--- src/rtl/blink_pkg.sv ---
// Shared constants for the blink RTC: I/O register map, status bit layout.
// The minute alarm is compiled in only when BLINK_RTC_ALARM_EN is defined.
package blink_pkg;

  typedef enum logic [7:0] {
    ADDR_TACK   = 8'hB4,
    ADDR_TMK    = 8'hB5,
    ADDR_ALM0   = 8'hB8,
    ADDR_ALM1   = 8'hB9,
    ADDR_ALM2   = 8'hBA,
    ADDR_TIM0   = 8'hD0,
    ADDR_SNAP1  = 8'hD1,
    ADDR_SNAPM0 = 8'hD2,
    ADDR_SNAPM1 = 8'hD3,
    ADDR_SNAPM2 = 8'hD4
  } blink_addr_e;

  localparam int unsigned ST_W    = 4;
  localparam int unsigned ST_TICK = 0;
  localparam int unsigned ST_SEC  = 1;
  localparam int unsigned ST_MIN  = 2;
  localparam int unsigned ST_ALM  = 3;

  // Byte idx of a 24-bit value, for multi-byte register readout.
  function automatic logic [7:0] byte_of(input logic [23:0] v, input int unsigned idx);
    return v[8*idx +: 8];
  endfunction

endpackage

--- src/rtl/blink_strobe_edge.sv ---
// Rising-edge qualifier for a level I/O strobe: a strobe held for any
// number of cycles produces a single rise_o pulse in its first cycle.
module blink_strobe_edge (
  input  logic mck,
  input  logic rin,
  input  logic strobe_i,
  output logic rise_o
);

  logic prev_q;

  always_ff @(posedge mck or posedge rin) begin
    if (rin) prev_q <= 1'b0;
    else     prev_q <= strobe_i;
  end

  assign rise_o = strobe_i & ~prev_q;

endmodule

--- src/rtl/blink_rtc.sv ---
// Blink real-time clock: prescaled tick/second/minute counters, W1C status,
// interrupt mask and registered irq. Optional alarm via BLINK_RTC_ALARM_EN.
module blink_rtc
  import blink_pkg::*;
#(
  parameter int unsigned TICK_DIV      = 49152,
  parameter int unsigned TICKS_PER_SEC = 200,
  parameter int unsigned SEC_PER_MIN   = 60,
  parameter int unsigned MIN_W         = 21
) (
  input  logic            mck,
  input  logic            rin,
  input  logic            restim,
  input  logic            io_rd,
  input  logic            io_wr,
  input  logic [7:0]      io_addr,
  input  logic [7:0]      io_wdata,
  output logic [7:0]      io_rdata,
  output logic [ST_W-1:0] tsta,
  output logic            irq
);

  localparam int unsigned TCK_W = $clog2(TICK_DIV);

  logic rd_rise, wr_rise;

  blink_strobe_edge u_rd_edge (
    .mck     (mck),
    .rin     (rin),
    .strobe_i(io_rd),
    .rise_o  (rd_rise)
  );

  blink_strobe_edge u_wr_edge (
    .mck     (mck),
    .rin     (rin),
    .strobe_i(io_wr),
    .rise_o  (wr_rise)
  );

  logic [TCK_W-1:0] tck_q, tck_d;
  logic [7:0]       tim0_q, tim0_d;
  logic [5:0]       tim1_q, tim1_d;
  logic [MIN_W-1:0] timm_q, timm_d;
  logic             tick_ev, sec_ev, min_ev, alm_ev;

  always_comb begin
    tck_d   = tck_q;
    tim0_d  = tim0_q;
    tim1_d  = tim1_q;
    timm_d  = timm_q;
    tick_ev = 1'b0;
    sec_ev  = 1'b0;
    min_ev  = 1'b0;
    if (restim) begin
      tck_d  = '0;
      tim0_d = '0;
      tim1_d = '0;
      timm_d = '0;
    end else if (tck_q == TCK_W'(TICK_DIV - 1)) begin
      tck_d   = '0;
      tick_ev = 1'b1;
      if (tim0_q == 8'(TICKS_PER_SEC - 1)) begin
        tim0_d = '0;
        sec_ev = 1'b1;
        if (tim1_q == 6'(SEC_PER_MIN - 1)) begin
          tim1_d = '0;
          min_ev = 1'b1;
          // Full-width increment wraps 2^MIN_W-1 to 0 as a normal minute.
          timm_d = timm_q + 1'b1;
        end else begin
          tim1_d = tim1_q + 1'b1;
        end
      end else begin
        tim0_d = tim0_q + 1'b1;
      end
    end else begin
      tck_d = tck_q + 1'b1;
    end
  end

`ifdef BLINK_RTC_ALARM_EN
  logic [MIN_W-1:0] alm_q, alm_d;
  logic [23:0]      alm_ext;

  always_comb begin
    alm_ext = 24'(alm_q);
    if (wr_rise) begin
      case (io_addr)
        ADDR_ALM0: alm_ext[7:0]   = io_wdata;
        ADDR_ALM1: alm_ext[15:8]  = io_wdata;
        ADDR_ALM2: alm_ext[23:16] = io_wdata;
        default: ;
      endcase
    end
    alm_d  = MIN_W'(alm_ext);
    alm_ev = min_ev && (timm_d == alm_q);
  end

  always_ff @(posedge mck or posedge rin) begin
    if (rin) alm_q <= '0;
    else     alm_q <= alm_d;
  end
`else
  logic unused_wdata_hi;
  assign unused_wdata_hi = ^io_wdata[7:4];
  assign alm_ev          = 1'b0;
`endif

  logic [ST_W-1:0] tsta_q, tsta_d, set_v, clr_v;
  logic [ST_W-1:0] tmk_q, tmk_d;
  logic            irq_q, irq_d;

  always_comb begin
    set_v          = '0;
    set_v[ST_TICK] = tick_ev;
    set_v[ST_SEC]  = sec_ev;
    set_v[ST_MIN]  = min_ev;
    set_v[ST_ALM]  = alm_ev;
    clr_v          = (wr_rise && (io_addr == ADDR_TACK)) ? io_wdata[ST_W-1:0] : '0;
    // Clear first, then set: an event landing with a TACK keeps its bit.
    tsta_d         = (tsta_q & ~clr_v) | set_v;
`ifndef BLINK_RTC_ALARM_EN
    tsta_d[ST_ALM] = 1'b0;
`endif
    tmk_d = tmk_q;
    if (wr_rise && (io_addr == ADDR_TMK)) tmk_d = io_wdata[ST_W-1:0];
    irq_d = |(tsta_q & tmk_q);
  end

  logic [7:0]       rdata_q, rdata_d;
  logic [5:0]       snap1_q, snap1_d;
  logic [MIN_W-1:0] snapm_q, snapm_d;
  logic [23:0]      snapm_ext;

  always_comb begin
    rdata_d   = rdata_q;
    snap1_d   = snap1_q;
    snapm_d   = snapm_q;
    snapm_ext = 24'(snapm_q);
    if (rd_rise) begin
      case (io_addr)
        ADDR_TMK:    rdata_d = {4'b0, tsta_q};
        ADDR_TIM0: begin
          rdata_d = tim0_q;
          snap1_d = tim1_q;
          snapm_d = timm_q;
        end
        ADDR_SNAP1:  rdata_d = {2'b0, snap1_q};
        ADDR_SNAPM0: rdata_d = byte_of(snapm_ext, 0);
        ADDR_SNAPM1: rdata_d = byte_of(snapm_ext, 1);
        ADDR_SNAPM2: rdata_d = byte_of(snapm_ext, 2);
        default: ;
      endcase
    end
  end

  always_ff @(posedge mck or posedge rin) begin
    if (rin) begin
      tck_q   <= '0;
      tim0_q  <= '0;
      tim1_q  <= '0;
      timm_q  <= '0;
      tsta_q  <= '0;
      tmk_q   <= '0;
      irq_q   <= 1'b0;
      rdata_q <= '0;
      snap1_q <= '0;
      snapm_q <= '0;
    end else begin
      tck_q   <= tck_d;
      tim0_q  <= tim0_d;
      tim1_q  <= tim1_d;
      timm_q  <= timm_d;
      tsta_q  <= tsta_d;
      tmk_q   <= tmk_d;
      irq_q   <= irq_d;
      rdata_q <= rdata_d;
      snap1_q <= snap1_d;
      snapm_q <= snapm_d;
    end
  end

  assign io_rdata = rdata_q;
  assign tsta     = tsta_q;
  assign irq      = irq_q;

endmodule

--- config.mk ---
export PLATFORM = sky130hd
export DESIGN_NAME = blink_rtc
export DESIGN_NICKNAME = d
export VERILOG_FILES = /design/src/rtl/blink_pkg.sv /design/src/rtl/blink_strobe_edge.sv /design/src/rtl/blink_rtc.sv
export SDC_FILE = /design/constraint.sdc
export NUM_CORES = 1
export LEC_CHECK = 0
export CORE_AREA = 10 10 97 116
export CTS_CLUSTER_DIAMETER = 100
export CTS_CLUSTER_SIZE = 10
export DETAILED_ROUTE_END_ITERATION = 10
export DIE_AREA = 0 0 107 126
export PLACE_DENSITY_LB_ADDON = 0.12
export SETUP_SLACK_MARGIN = 0.5
export SYNTH_ARGS = -nofsm -noshare
export SYNTH_HDL_FRONTEND = slang
export SYNTH_SLANG_ARGS = --single-unit
--- constraint.sdc ---
create_clock -name mck -period 3.05 [get_ports mck]
set_input_delay 0.4575 -clock mck [delete_from_list [all_inputs] [get_ports mck]]
set_output_delay 0.4575 -clock mck [all_outputs]
set_load 0.05 [all_outputs]
==> impl_metrics.tcl, run 1 <==
set metrics [dict create \
    yosys.area.top_type "dfrtp_1" \
    ys_seq_area_share_pct 51.3 \
    path_max_fanout 18 \
    synth_warnings 0 \
    synthesis.nets 467 \
    wl_met1_um 4540 \
    start_kind "flop" \
    max_slew_margin_pct 23.0 \
    timing.rr.end "timm_q[19]$_DFFE_PP0P_" \
    critical_path_class "flop to flop" \
    hold_start "io_rdata[0]$_DFFE_PP0P_" \
    drt_iter0_drc 191 \
    synth_area_um2 4630 \
    insertion_delay_ps 350 \
    timing.rr.start "tck_q[0]$_DFF_PP0_" \
    r2r_setup_slack_ps 760 \
    synthArstFlopShare_pct 100 \
    status "finished clean" \
    portBuffers 27 \
    setup_slack_ps 765 \
    ys.flop_type "dfrtp_1" \
    synth.top_cell.area_share_pct 51.3 \
    ff2ff_path_depth 7 \
    drive_gt1_share_pct 16.1 \
    highest_layer "met4" \
    cts_sinks 95 \
    ctsHoldBuffers 0 \
    grt_pass1_vias 3172 \
    ys_ff_latch 95 \
    netlist_instances 442 \
    power_density_nw_per_um2 434 \
    arrival_ps 2570 \
    layout.nets 504 \
    root_buffer "clkbuf_8" \
    cts_tree "done" \
    required_ps 3340 \
    p_leak_uw 0.00239 \
    wl_met2_um 4370 \
    place.detailed.hpwl_um 7070 \
    syn_to_final_growth_pct 15.2 \
    vias 3370 \
    wirelength_um 9610 \
    cts_buffers 9 \
    met3_length_um 351 \
    drc 0 \
    slew_viol_final 0 \
    maxCapViolCount 0 \
    dieArea_um2 13500 \
    htree_levels 3 \
    die_h_um 126 \
    hold_path.class "flop to flop" \
    antenna_found_initial 0 \
    slowest_delay_ps 550 \
    preCtsSetupSlack_ps 447 \
    antenna_left 0 \
    synth-edff-count 0 \
    wire_per_inst_um 15.9 \
    row_count 38 \
    setup_viol 0 \
    ir_drop_mv 0.215 \
    worstPathCellList "ha_1 > nand3_2 > nor4_4 > buf_4 > nand4_4 > or4_1 > a21oi_1" \
    fp.dieW_um 107 \
    clkTransAtPathRegs_ps 90 \
    clockBufferDepth 2 \
    synth_most_common_cell "dfrtp_1" \
    gr-usage-all-layers_pct 14.6 \
    hold_depth 2 \
    yosysUniqueCellTypes 48 \
    final_cell_area_um2 5330 \
    setup_tns_ps 0 \
    rsz0062_at_grt "no" \
    synth_area_per_cell_um2 10.5 \
    grt_pass1_wl_um 16000 \
    cp_slowest_cell "or4_1" \
    core_area_um2 8940 \
    tightest_slew_ps 1140 \
    io_pins 34 \
    firstDrtPassIters 4 \
    worstSetupEndpointType "flop" \
    synth.area.top_cells "dfrtp_1, mux2_2, nor2_1" \
    fin_worst_skew_ps 10.3 \
    fmax_mhz 438 \
    place_area_um2 5080 \
    synth_common_cells "dfrtp_1, nor2_1, nand2_1, a21oi_1, mux2_2" \
    grt_max_degree 60 \
    fin_crit_ps 2290 \
    overflow 0 \
    antenna_cells 0 \
    min_to "io_rdata[0]$_DFFE_PP0P_" \
    place.gp.congestion 0.848 \
    finalCritPeriodShare_pct 74.9 \
    finalHoldViolations 0 \
    via_per_inst 5.58 \
    initial_core_util_pct 51.8 \
]
## cell usage in the layout, fill, tap and decap left out, types with 4 or more instances in the layout
master            n
dfrtp_1          95
nor2_1           43
nand2_1          35
a21oi_1          30
mux2_2           29
o21ai_0          28
clkdlybuf4s50_1  27
nand3_1          18
buf_4            15
or3_1            14
xor2_1           13
nand4_1          12
inv_1            10
mux2i_1          10
clkbuf_8          9
and3_1            7
nor3_1            7
nand2b_1          6
xnor2_1           6
o31ai_1           5
or4_1             5
o22ai_1           5
nor2b_1           4
nor4_1            4
ha_1              4
clkinv_2          4
## what timing repair did
item,CTS,global route
pin swaps,1,1
gates cloned,0,0
buffers inserted,2,3
hold endpoints to repair,0,0
endpoints found under the setup margin,3,6
gates resized for setup,0,1
## state kept, by name, indices dropped and copies added (netlist names)
register,flops
tmk_q,3
tck_q,16
snap1_q,6
tsta,3
snapm_q,21
irq,1
u_wr_edge.prev_q,1
u_rd_edge.prev_q,1
tim1_q,6
io_rdata,8
timm_q,21
tim0_q,8
## power breakdown
part	internal (uW)	switching (uW)
logic	56.4	97.3
clock network	456	423
registers	1270	9.18
## final cells by class
class                           instances  area, um^2
Clock buffer                            9         124
Inverter                               11        45.0
Tap cell                              120         150
Multi-Input combinational cell        318        2130
Clock inverter                          7        87.6
Sequential cell                        95        2380
Timing Repair Buffer                   44         423
Fill cell                             798        3600
## worst max path at each step
stage | from | to | slack (ps) | depth (start not counted)
after floorplan | tck_q[0]$_DFF_PP0_ | timm_q[20]$_DFFE_PP0P_ | 830 | 6
after global placement | tck_q[0]$_DFF_PP0_ | timm_q[19]$_DFFE_PP0P_ | 440 | 6
after detailed placement | tck_q[0]$_DFF_PP0_ | timm_q[19]$_DFFE_PP0P_ | 450 | 6
after CTS | tim0_q[1]$_DFFE_PP0P_ | timm_q[19]$_DFFE_PP0P_ | 590 | 6
after global routing | tck_q[0]$_DFF_PP0_ | timm_q[19]$_DFFE_PP0P_ | 530 | 7
final | tck_q[0]$_DFF_PP0_ | timm_q[19]$_DFFE_PP0P_ | 760 | 7
## logic make-up (layout without fill, tap and decap cells)
logic type	after synthesis	after routing	share of synthesized area, %
multiplexers	42	42	10.7
flip-flops	95	95	51.3
adder cells (fa/ha/maj)	4	4	1.08
XOR/XNOR	19	19	3.59
buffers and inverters	29	71	2.84
AO/OA/AOI/OAI	77	77	9.43
other	1	1	0.0810
AND/OR/NAND/NOR	175	175	21.0
## metrics by stage
stage               hold slack (ps)  power [uW]  cells  util (%)
global route                    518        2410    604      59.7
global placement                460        1460    583      56.8
detailed placement              471        1460    583      56.8
CTS                             487        2340    601      59.4
floorplan                       445        1400    442         -
finish                          483        2310    604      59.7
## per-layer routing
metal / up-vias / GRT usage [%]
met5: - / 0
met4: 0 / 7.98
met3: 20 / 3.11
met2: 68 / 21.9
met1: 1633 / 19.1
li1: 1649 / -
## worst max-delay path, delay by kind of cell, from the launching register on
family | cells | cell delay, ps
flip-flops | 1 | 390
buffers and inverters | 1 | 190
AO/OA/AOI/OAI | 1 | 150
AND/OR/NAND/NOR | 4 | 1250
adder cells (fa/ha/maj) | 1 | 230
(Power assumes the default switching activity.)
==> run 2: changes to the inputs <==
==> constraint.sdc (replaced) <==
create_clock -name mck -period 2.1 [get_ports mck]
set_input_delay 0.315 -clock mck [delete_from_list [all_inputs] [get_ports mck]]
set_output_delay 0.315 -clock mck [all_outputs]
set_load 0.05 [all_outputs]
==> run 2 against run 1 <==
Register-to-register slack got worse by 730 ps. First-iteration DRC count decreased by 5.2%. Die area unchanged. Non-clock buffer count increased by 63. Largest cell class unchanged. Highest routed layer unchanged.
==> impl_metrics.tcl, run 2 (synthesized netlist as in run 1, its figures left out) <==
set metrics [dict create \
    status "finished clean" \
    final_common_cell "dfrtp_1" \
    start_kind "flop" \
    fin_worst_skew_ps 11.1 \
    place_area_um2 5400 \
    insertion_delay_ps 380 \
    cts_buffers 9 \
    largest_registers "snapm_q x21, timm_q x21, tck_q x16" \
    grt_max_degree 96 \
    layout.nets 568 \
    place.detailed.hpwl_um 7460 \
    cts_tree "done" \
    wirelength_um 11300 \
    worstSetupEndpointType "flop" \
    core_area_um2 8940 \
    final_cell_area_um2 6140 \
    placed_cells 617 \
    path_max_fanout 8 \
    finalCritPeriodShare_pct 98.2 \
    setup_slack_ps 38.0 \
    vias 3739 \
    critical_path_class "flop to flop" \
    fin_crit_ps 2060 \
    drc 0 \
    root_buffer "clkbuf_8" \
    power_density_nw_per_um2 550 \
    antenna_found_initial 0 \
    multi_input_area_um2 2380 \
    die_h_um 126 \
    finalNonFillerCells 668 \
    wire_per_inst_um 16.9 \
    htree_levels 3 \
    initial_core_util_pct 51.8 \
    ir_drop_mv 0.366 \
    finalHoldViolations 0 \
    via_per_inst 5.60 \
    gr-usage-all-layers_pct 16.5 \
    syn_to_final_growth_pct 32.6 \
    grt_pass1_wl_um 18000 \
    place.gp.congestion 0.875 \
    row_count 38 \
    firstDrtPassIters 4 \
    antenna_cells 0 \
    clockBufferDepth 2 \
    dieArea_um2 13500 \
    slew_viol_final 0 \
    nFillCells 680 \
    fp.dieW_um 107 \
    required_ps 2410 \
    cts_sinks 95 \
    final_cell_mix "dfrtp_1, buf_4, nand2_1, nor2_1, mux2_2" \
    setup_tns_ps 0 \
    io_pins 34 \
    drt_iter0_drc 181 \
    rsz0062_at_grt "yes" \
    portBuffers 27 \
    arrival_ps 2380 \
    overflow 0 \
    drive_gt1_share_pct 35.4 \
    grt_pass1_vias 3634 \
    fmax_mhz 485 \
    fin_util_pct 68.7 \
    hold_path.class "primary input to async pin" \
    antenna_left 0 \
    maxCapViolCount 0 \
    p_leak_uw 0.00284 \
    ctsHoldBuffers 0 \
    register_area_um2 2380 \
    clkTransAtPathRegs_ps 100 \
    setup_viol 0 \
    preCtsSetupSlack_ps -54.7 \
]
-- run 2: per-layer routing --
metal | share of wire (%) | wire, um | vias to the layer above | global-route usage (%)
li1 | - | - | 1789 | -
met4 | 3.2 | 358 | 0 | 9.58
met2 | 50 | 5630 | 85 | 26.4
met5 | 0 | 0 | - | 0
met1 | 43 | 4870 | 1842 | 20.5
met3 | 3.7 | 413 | 23 | 2.60
-- run 2: cell type report --
| cell class | count | area share [%] |
|---|---|---|
| Sequential cell | 95 | 38.7 |
| Multi-Input combinational cell | 319 | 38.7 |
| Timing Repair Buffer | 107 | 16.1 |
| Tap cell | 120 | 2.45 |
| Clock buffer | 9 | 2.02 |
| Clock inverter | 7 | 1.28 |
| Inverter | 11 | 0.734 |
-- run 2: what timing repair did --
action | 4_1_cts | 5_1_grt
buffers inserted | 20 | 12
cloned | 2 | 1
endpoints found under the setup margin | 71 | 88
gates resized for setup | 52 | 61
pin swaps | 28 | 32
-- run 2: final timing paths --
check | from | end | slack [ps] | cells past startpoint
min in group mck | io_wr | u_wr_edge.prev_q$_DFF_PP0_ | 420 | 1
min reg2reg | snapm_q[19]$_DFFE_PP0P_ | snapm_q[19]$_DFFE_PP0P_ | 490 | 2
min | rin | irq$_DFF_PP0_ | 420 | 3
max in group asynchronous | rin | timm_q[8]$_DFFE_PP0P_ | 1290 | 3
max | tck_q[9]$_DFF_PP0_ | timm_q[3]$_DFFE_PP0P_ | 40 | 8
max reg2reg | tck_q[9]$_DFF_PP0_ | timm_q[3]$_DFFE_PP0P_ | 40 | 8
-- run 2: per-stage QoR --
step | hold WS (ps) | power, uW
2_1_floorplan | 346 | 2040
3_3_place_gp | 464 | 2130
3_5_place_dp | 468 | 2130
4_1_cts | 407 | 3390
5_1_grt | 430 | 3500
6_report | 417 | 3370
-- run 2: worst max-delay path, stage by stage (launching register included) --
cell     delay (ps)
dfrtp_1         390
nand4_1         150
buf_4           170
nor4_4          320
buf_4           170
nand4_4         140
buf_8           170
or3_1           340
a21oi_2         150
-- run 2: power by group --
group / total (uW) / switching (uW) / internal, uW
clock network: 1260 / 695 / 560
registers: 1860 / 15.5 / 1850
logic: 257 / 162 / 94.1
